**config.mk**
```make
export PLATFORM = sky130hd
export DESIGN_NAME = data_mem_arbiter
export DESIGN_NICKNAME = d
export VERILOG_FILES = /design/src/rtl/data_mem_arbiter.sv
export SDC_FILE = /design/constraint.sdc
export NUM_CORES = 1
export LEC_CHECK = 0
export ABC_AREA = 1
export BUFFER_PORTS_ARGS = -buffer_cell sky130_fd_sc_hd__buf_2
export CORE_AREA = 2 2 120 122
export DETAILED_ROUTE_END_ITERATION = 16
export DIE_AREA = 0 0 122 124
export GPL_TIMING_DRIVEN = 0
export PLACE_DENSITY = 0.52
export SYNTH_ARGS = -nofsm -noshare
export SYNTH_HDL_FRONTEND = slang
export SYNTH_SLANG_ARGS = --single-unit
```
**constraint.sdc**
```tcl
create_clock -name clk -period 3.8 [get_ports clk]
set_input_delay 0.95 -clock clk [delete_from_list [all_inputs] [get_ports clk]]
set_output_delay 0.95 -clock clk [all_outputs]
set_load 0.02 [all_outputs]
```
**src/rtl/data_mem_arbiter.sv**
```systemverilog
// Two-port arbiter for the shared data memory port: core (port 0) has fixed
// priority, loader/debug (port 1) is protected by a starvation counter and a lock mode.
module data_mem_arbiter #(
  parameter int unsigned MAX_WAIT   = 4,
  parameter bit          P1_LOCK_EN = 1'b1
) (
  input  logic        clk,
  input  logic        rst,
  input  logic        p0_req,
  input  logic [3:0]  p0_wr_sel,
  input  logic [31:0] p0_addr,
  input  logic [31:0] p0_wr_data,
  output logic        p0_gnt,
  output logic        p0_rd_valid,
  output logic [31:0] p0_rd_data,
  input  logic        p1_req,
  input  logic [3:0]  p1_wr_sel,
  input  logic [31:0] p1_addr,
  input  logic [31:0] p1_wr_data,
  output logic        p1_gnt,
  output logic        p1_rd_valid,
  output logic [31:0] p1_rd_data,
  input  logic        p1_lock,
  output logic [3:0]  mem_wr_sel,
  output logic [31:0] mem_addr,
  output logic [31:0] mem_wr_data,
  input  logic [31:0] mem_rd_data
);

  // state | meaning
  // ARB   | port 0 fixed priority, port 1 force-granted once wait_cnt hits MAX_WAIT
  // LOCK1 | port 1 owns the memory while p1_lock stays high
  typedef enum logic {ARB, LOCK1} state_t;

  localparam logic [3:0] LP_MAX_WAIT = 4'(MAX_WAIT);

  state_t     r_state;
  logic [3:0] r_wait_cnt;
  logic       r_rd_pend;
  logic       r_rd_pend_port;
  logic       w_p0_gnt;
  logic       w_p1_gnt;
  logic       w_rd_grant;

  always_comb begin
    w_p0_gnt = 1'b0;
    w_p1_gnt = 1'b0;
    if (!rst) begin
      if (r_state == LOCK1 && p1_lock) begin
        w_p1_gnt = p1_req;
      end else if (r_wait_cnt == LP_MAX_WAIT && p1_req) begin
        w_p1_gnt = 1'b1;
      end else if (p0_req) begin
        w_p0_gnt = 1'b1;
      end else if (p1_req) begin
        w_p1_gnt = 1'b1;
      end
    end
  end

  assign p0_gnt = w_p0_gnt;
  assign p1_gnt = w_p1_gnt;

  // Idle port is driven to zero so the memory never sees a stray write.
  always_comb begin
    mem_wr_sel  = 4'b0;
    mem_addr    = 32'b0;
    mem_wr_data = 32'b0;
    if (w_p0_gnt) begin
      mem_wr_sel  = p0_wr_sel;
      mem_addr    = p0_addr;
      mem_wr_data = p0_wr_data;
    end else if (w_p1_gnt) begin
      mem_wr_sel  = p1_wr_sel;
      mem_addr    = p1_addr;
      mem_wr_data = p1_wr_data;
    end
  end

  assign w_rd_grant = (w_p0_gnt && p0_wr_sel == 4'b0) ||
                      (w_p1_gnt && p1_wr_sel == 4'b0);

  always_ff @(posedge clk) begin
    if (rst) begin
      r_state        <= ARB;
      r_wait_cnt     <= 4'b0;
      r_rd_pend      <= 1'b0;
      r_rd_pend_port <= 1'b0;
    end else begin
      r_rd_pend      <= w_rd_grant;
      r_rd_pend_port <= w_p1_gnt;

      if (!p1_req || w_p1_gnt) begin
        r_wait_cnt <= 4'b0;
      end else if (r_wait_cnt < LP_MAX_WAIT) begin
        r_wait_cnt <= r_wait_cnt + 4'd1;
      end

      case (r_state)
        ARB: begin
          if (P1_LOCK_EN && w_p1_gnt && p1_lock) begin
            r_state <= LOCK1;
          end
        end
        LOCK1: begin
          // On lock release the grant this cycle already followed ARB rules.
          if (!p1_lock) begin
            r_state <= ARB;
          end
        end
        default: r_state <= ARB;
      endcase
    end
  end

  assign p0_rd_valid = r_rd_pend && !r_rd_pend_port;
  assign p1_rd_valid = r_rd_pend && r_rd_pend_port;
  assign p0_rd_data  = p0_rd_valid ? mem_rd_data : 32'b0;
  assign p1_rd_data  = p1_rd_valid ? mem_rd_data : 32'b0;

endmodule

```
Yosys cells after proc, flatten, opt, wreduce, memory -nomap -nowiden
Cells that the tools add are included.

operators by class
  add/subtract/negate cells = 1
  magnitude comparators = 1
  equal/unequal tests = 1
  muxes and demuxes = 20
  bitwise logic cells = 1
  reduce and logical (&&, ||, !) cells = 14

operators by type and width
  cell                                                number
  2-to-1 mux 32 bit                                   6
  2-to-1 mux 1 bit                                    11
  logical NOT 4 bit                                   2
  2-to-1 mux 4 bit                                    2
  logical AND 1 bit                                   7
  adder 4 x 1 -> 4 bit, second input constant         1
  == test 4 x 3 -> 1 bit, second input constant       1
  < comparator 4 x 3 -> 1 bit, second input constant  1
  logical NOT 1 bit                                   2
  logical OR 1 bit                                    2
  one-hot mux 1 bit (2 select lines)                  1
  OR reduction 2 bit                                  1
  inverter 1 bit                                      1

storage, ports and cells
  register bits = 7
  bits of input ports = 173
  output and inout bits = 136
  word-level logic and storage cells = 42

Logic depth before layout (Yosys ltp)
  depth after elaboration = 8
  mapped depth = 8
  mapped depth without buffers = 6

Least setup slack after synthesis
No wires, ideal clock.

  kind = input-to-output
  start = in p1_req
  end = out mem_wr_sel[0]
  arrival time = 1.747 ns
  data required time = 2.850 ns
  setup slack = 1.103 ns
  cell stages on the path = 5
  buffers on the path = 1
  path through = inv_1 > nor2_2 > buf_2 > nand2_2 > o21ai_1

on the way
  longest elaborated chain between the ends = 7
  elaborated cells between the ends (all ways) = 11
  those cells by class = mux: 10; reduce/logical: 1

ends and longest elaborated chain
  what                line  source
  start, declared     16    input logic p1_req,
  2-to-1 mux 1 bit    55    end else if (p1_req) begin
  2-to-1 mux 1 bit    53    end else if (p0_req) begin
  2-to-1 mux 1 bit    51    end else if (r_wait_cnt == LP_MAX_WAIT && p1_req) begin
  2-to-1 mux 1 bit    49    if (r_state == LOCK1 && p1_lock) begin
  2-to-1 mux 1 bit    48    if (!rst) begin
  2-to-1 mux 4 bit    73    end else if (w_p1_gnt) begin
  2-to-1 mux 4 bit *  69    if (w_p0_gnt) begin
  end, declared       24    output logic [3:0] mem_wr_sel,

Mark *: on every way between the ends. The rest lies on a longest branch, timed or not.

Worst setup path in the final report
  start = in rst
  end = out mem_addr[29]

on the way
  longest elaborated chain between the ends = 3
  elaborated cells between the ends (all ways) = 4
  those cells by class = mux: 4

ends and longest elaborated chain
  what                 line  source
  start, declared      8     input logic rst,
  2-to-1 mux 1 bit     48
  2-to-1 mux 32 bit    73
  2-to-1 mux 32 bit *  69
  end, declared        25    output logic [31:0] mem_addr,

Marked as above.

==> summary.md <==
| Metric | Value |
|---|---|
| Status | finished, final reports clean |
| Crit path DAT | roughly 2.3 ns |
| Post-synthesis xor/xnor area fraction | less than 1% |
| FP Rows | 43 |
| Synth-to-Final Area Change | 101% |
| Final hold slack | around 0.46 ns |
| Worst Path Required | 2.85 ns |
| Worst Skew | 0.000433 ns |
| Worst-Skew Late Latency | 0.23 ns |
| M1 GR Usage | around 16% |
| Wirelength, routed | ~12000 um |
| Largest cells by area after synthesis | nand3_1 (37%), nor2_1 (15%), nand2_1 (15%) |
| Clk slew on worst S/H paths | around 0.04 ns |
| Fmax | 309 MHz |
| Die ar. | 0.0151 sq mm |
| Yosys top cell area share | a little under two fifths |
| Synth cell count leaders | nand3_1 (137), nor2_1 (74), nand2_1 (71) |
| Nets | ~870 |
| Drt pass-1 iters | 4 |
| Primary FF master, synth | dfxtp_1 |
| Synth async-reset ratio | 0% |
| Crit path time final | ~3.2 ns |
| Mux cell area share after synthesis | 0% |
| Setup_tns | 0 ns |
| Via count | 3660 |
| Yosys top cell by area | nand3_1 |
| Max_cap viols | 0 |
| Max IR drop VDD | between 0.1 and 0.15 mV |
| Post-DP Area | between 0.003 and 0.004 sq mm |
| Met2 Track Usage GR | 27.1% |
| Fin area | between 0.003 and 0.004 sq mm |
| Worst slew pin tran | approximately 0.56 ns |
| Mapped Area | 0.00183 sq mm |
| Vias in the first global route | 3308 |
| Via-per-instance ratio | about 4.2 |
| Tot GR Track Use | between 10% and 20% |
| 1st-iter DRT viols | between 150 and 200 |
| Post-route DRC | 0 |
| RSZ-0062 raised after global routing | false |
| Gr ovfl total | 0 |
| P_leak | ~2.6 nW |
| First-pass GRT wire length | about 17000 um |
| CP endpoint kind | output pin |
| Io pins | 309 |
| Critical Path Fanout Max | 10 |
| Number of synthesized register bits | 7 |
| IO buf count | 308 |
| Max clock buf depth | 2 |
| Ant diodes | 0 |
| Worst slew margin | between 60 and 70% |
| Core area | 0.0137 sq mm |
| Initial antenna violation count | 0 |
| Fillers | 1635 |
| M3 GR Usage | 2.38% |
| Worst hold-check path type | register to register |
| TritonCTS buffer count | 3 |
| Share of cells above drive strength 1 | between 40% and 50% |
| H-tree depth | 1 |
| Largest family of logic cells by synthesized area | simple AND/OR/NAND/NOR gates |
| Routability cong. | ~0.76 |
| CTS Hold Buffers Added | 0 |
| Initial Util | between 10% and 20% |
| Adder-cell share of the synthesized area | 1.37% |
| Total setup buffers inserted after CTS | 0 |
| Worst Reg-to-Reg Cells | 6 |
| Routed Antenna Nets | 0 |
| Syn Inst Count | between 300 and 400 |
| Slew Viols, Final | 0 |
| Compound-Gate Fraction of Synth Area | 1.91% |
| DR WL/cell | around 13 um |
| Most frequent cell after synthesis | nand3_1 |
| CTS tree | yes |
| Count of endpoints failing setup in the final report | 0 |
| Sink Count | 7 |
| Most Crowded Layer GR | met2 |
| CP Launch Type | input pin |
| PwrDens | 159 mW/mm^2 |
| Yosys warns | 0 |
| Post-CTS sizing | 0 |
| Die Y | between 100 and 150 um |
| Hold Vio Cnt, Final | 0 |
| Die X | around 120 um |
| Seq/Total Area, Yosys | 7.65% |
| Post-synthesis simple-gate area fraction | 69.1% |
| Pin count of the biggest net entering global routing | 11 |
| Crit Path Class | input pin to output pin |
| Syn nets | ~560 |
| Root Driver | clkbuf_16 |
| DPL Wire Length | about 10000 um |
| Syn avg cell area | about 4.7 sq um |
| Period utilization | a little under nine tenths |
| Post-synth EDFFs | 0 |
| Worst hold path depth | 2 |
| Cell variety after synth | 19 |
[cells in the final DEF (no fill, tap or decap), types with 2 or more instances in the layout]
cell / n
buf_2: 323
nand3_1: 137
nor2_1: 74
nand2_1: 71
inv_1: 46
clkbuf_1: 13
dfxtp_1: 7
a21oi_1: 4
buf_4: 3
buf_6: 3
o21ai_1: 3
clkbuf_16: 3
nor2_2: 2
nand4_1: 2
ha_1: 2
[registers in the layout, summed over array words and instances (netlist names)]
register,cells
r_rd_pend_port,1
r_state,1
r_rd_pend,1
r_wait_cnt,4
[metrics by stage]
stage	std cells	power, mW	worst slack [ns]	utilization, %
after floorplan	386	0.241	1.10	-
after global placement	874	0.408	0.531	26.2
after detailed placement	874	0.408	0.502	26.2
after CTS	878	0.594	0.499	26.8
after global routing	878	0.630	0.409	26.8
final	878	0.587	0.565	26.8
[final timing paths]
kind                               startpoint            to  slack [ns]
worst max-delay path                      rst  mem_addr[29]        0.56
worst min-delay path                  r_state       r_state        0.46
worst max register to register  r_wait_cnt[0]     r_rd_pend        2.20
worst min register to register        r_state       r_state        0.46
[per-layer routing]
metal  vias to the layer above  part of all wire [%]
li1                       1853                     -
met1                      1581                    40
met2                       218                    50
met3                         8                   9.1
met4                         0                  0.85
met5                         -                     0
[power by group]
part           leakage, nW  total [mW]  switching, mW  internal, mW
Sequential          0.0568      0.0761       0.000724        0.0753
Combinational         2.49       0.329          0.194         0.135
Clock               0.0382       0.182         0.0417         0.140
[cell families after synthesis]
logic type,Yosys count
AOI/OAI and AO/OA,7
xor gates and xnor gates,1
adders and majority gates,2
buffers and inverters,81
DFF,7
and+or+nand+nor,288
[cell type report]
| cell class | instances | area [sq um] | area share (%) |
|---|---|---|---|
| Clock buffer | 4 | 78.8 | 2.14 |
| Timing Repair Buffer | 308 | 1540 | 41.9 |
| Multi-Input combinational cell | 298 | 1340 | 36.3 |
| Buffer | 34 | 180 | 4.90 |
| Inverter | 47 | 176 | 4.80 |
| Sequential cell | 7 | 140 | 3.81 |
| Tap cell | 180 | 225 | 6.12 |
[worst max-delay path: stages]
cell and delay [ns]:
buf_2 0.12, nor2_2 0.25, clkbuf_1 0.48, nand3_1 0.20, nand2_1 0.11, buf_2 0.16
No activity file was read; power rests on OpenSTA's default activity.
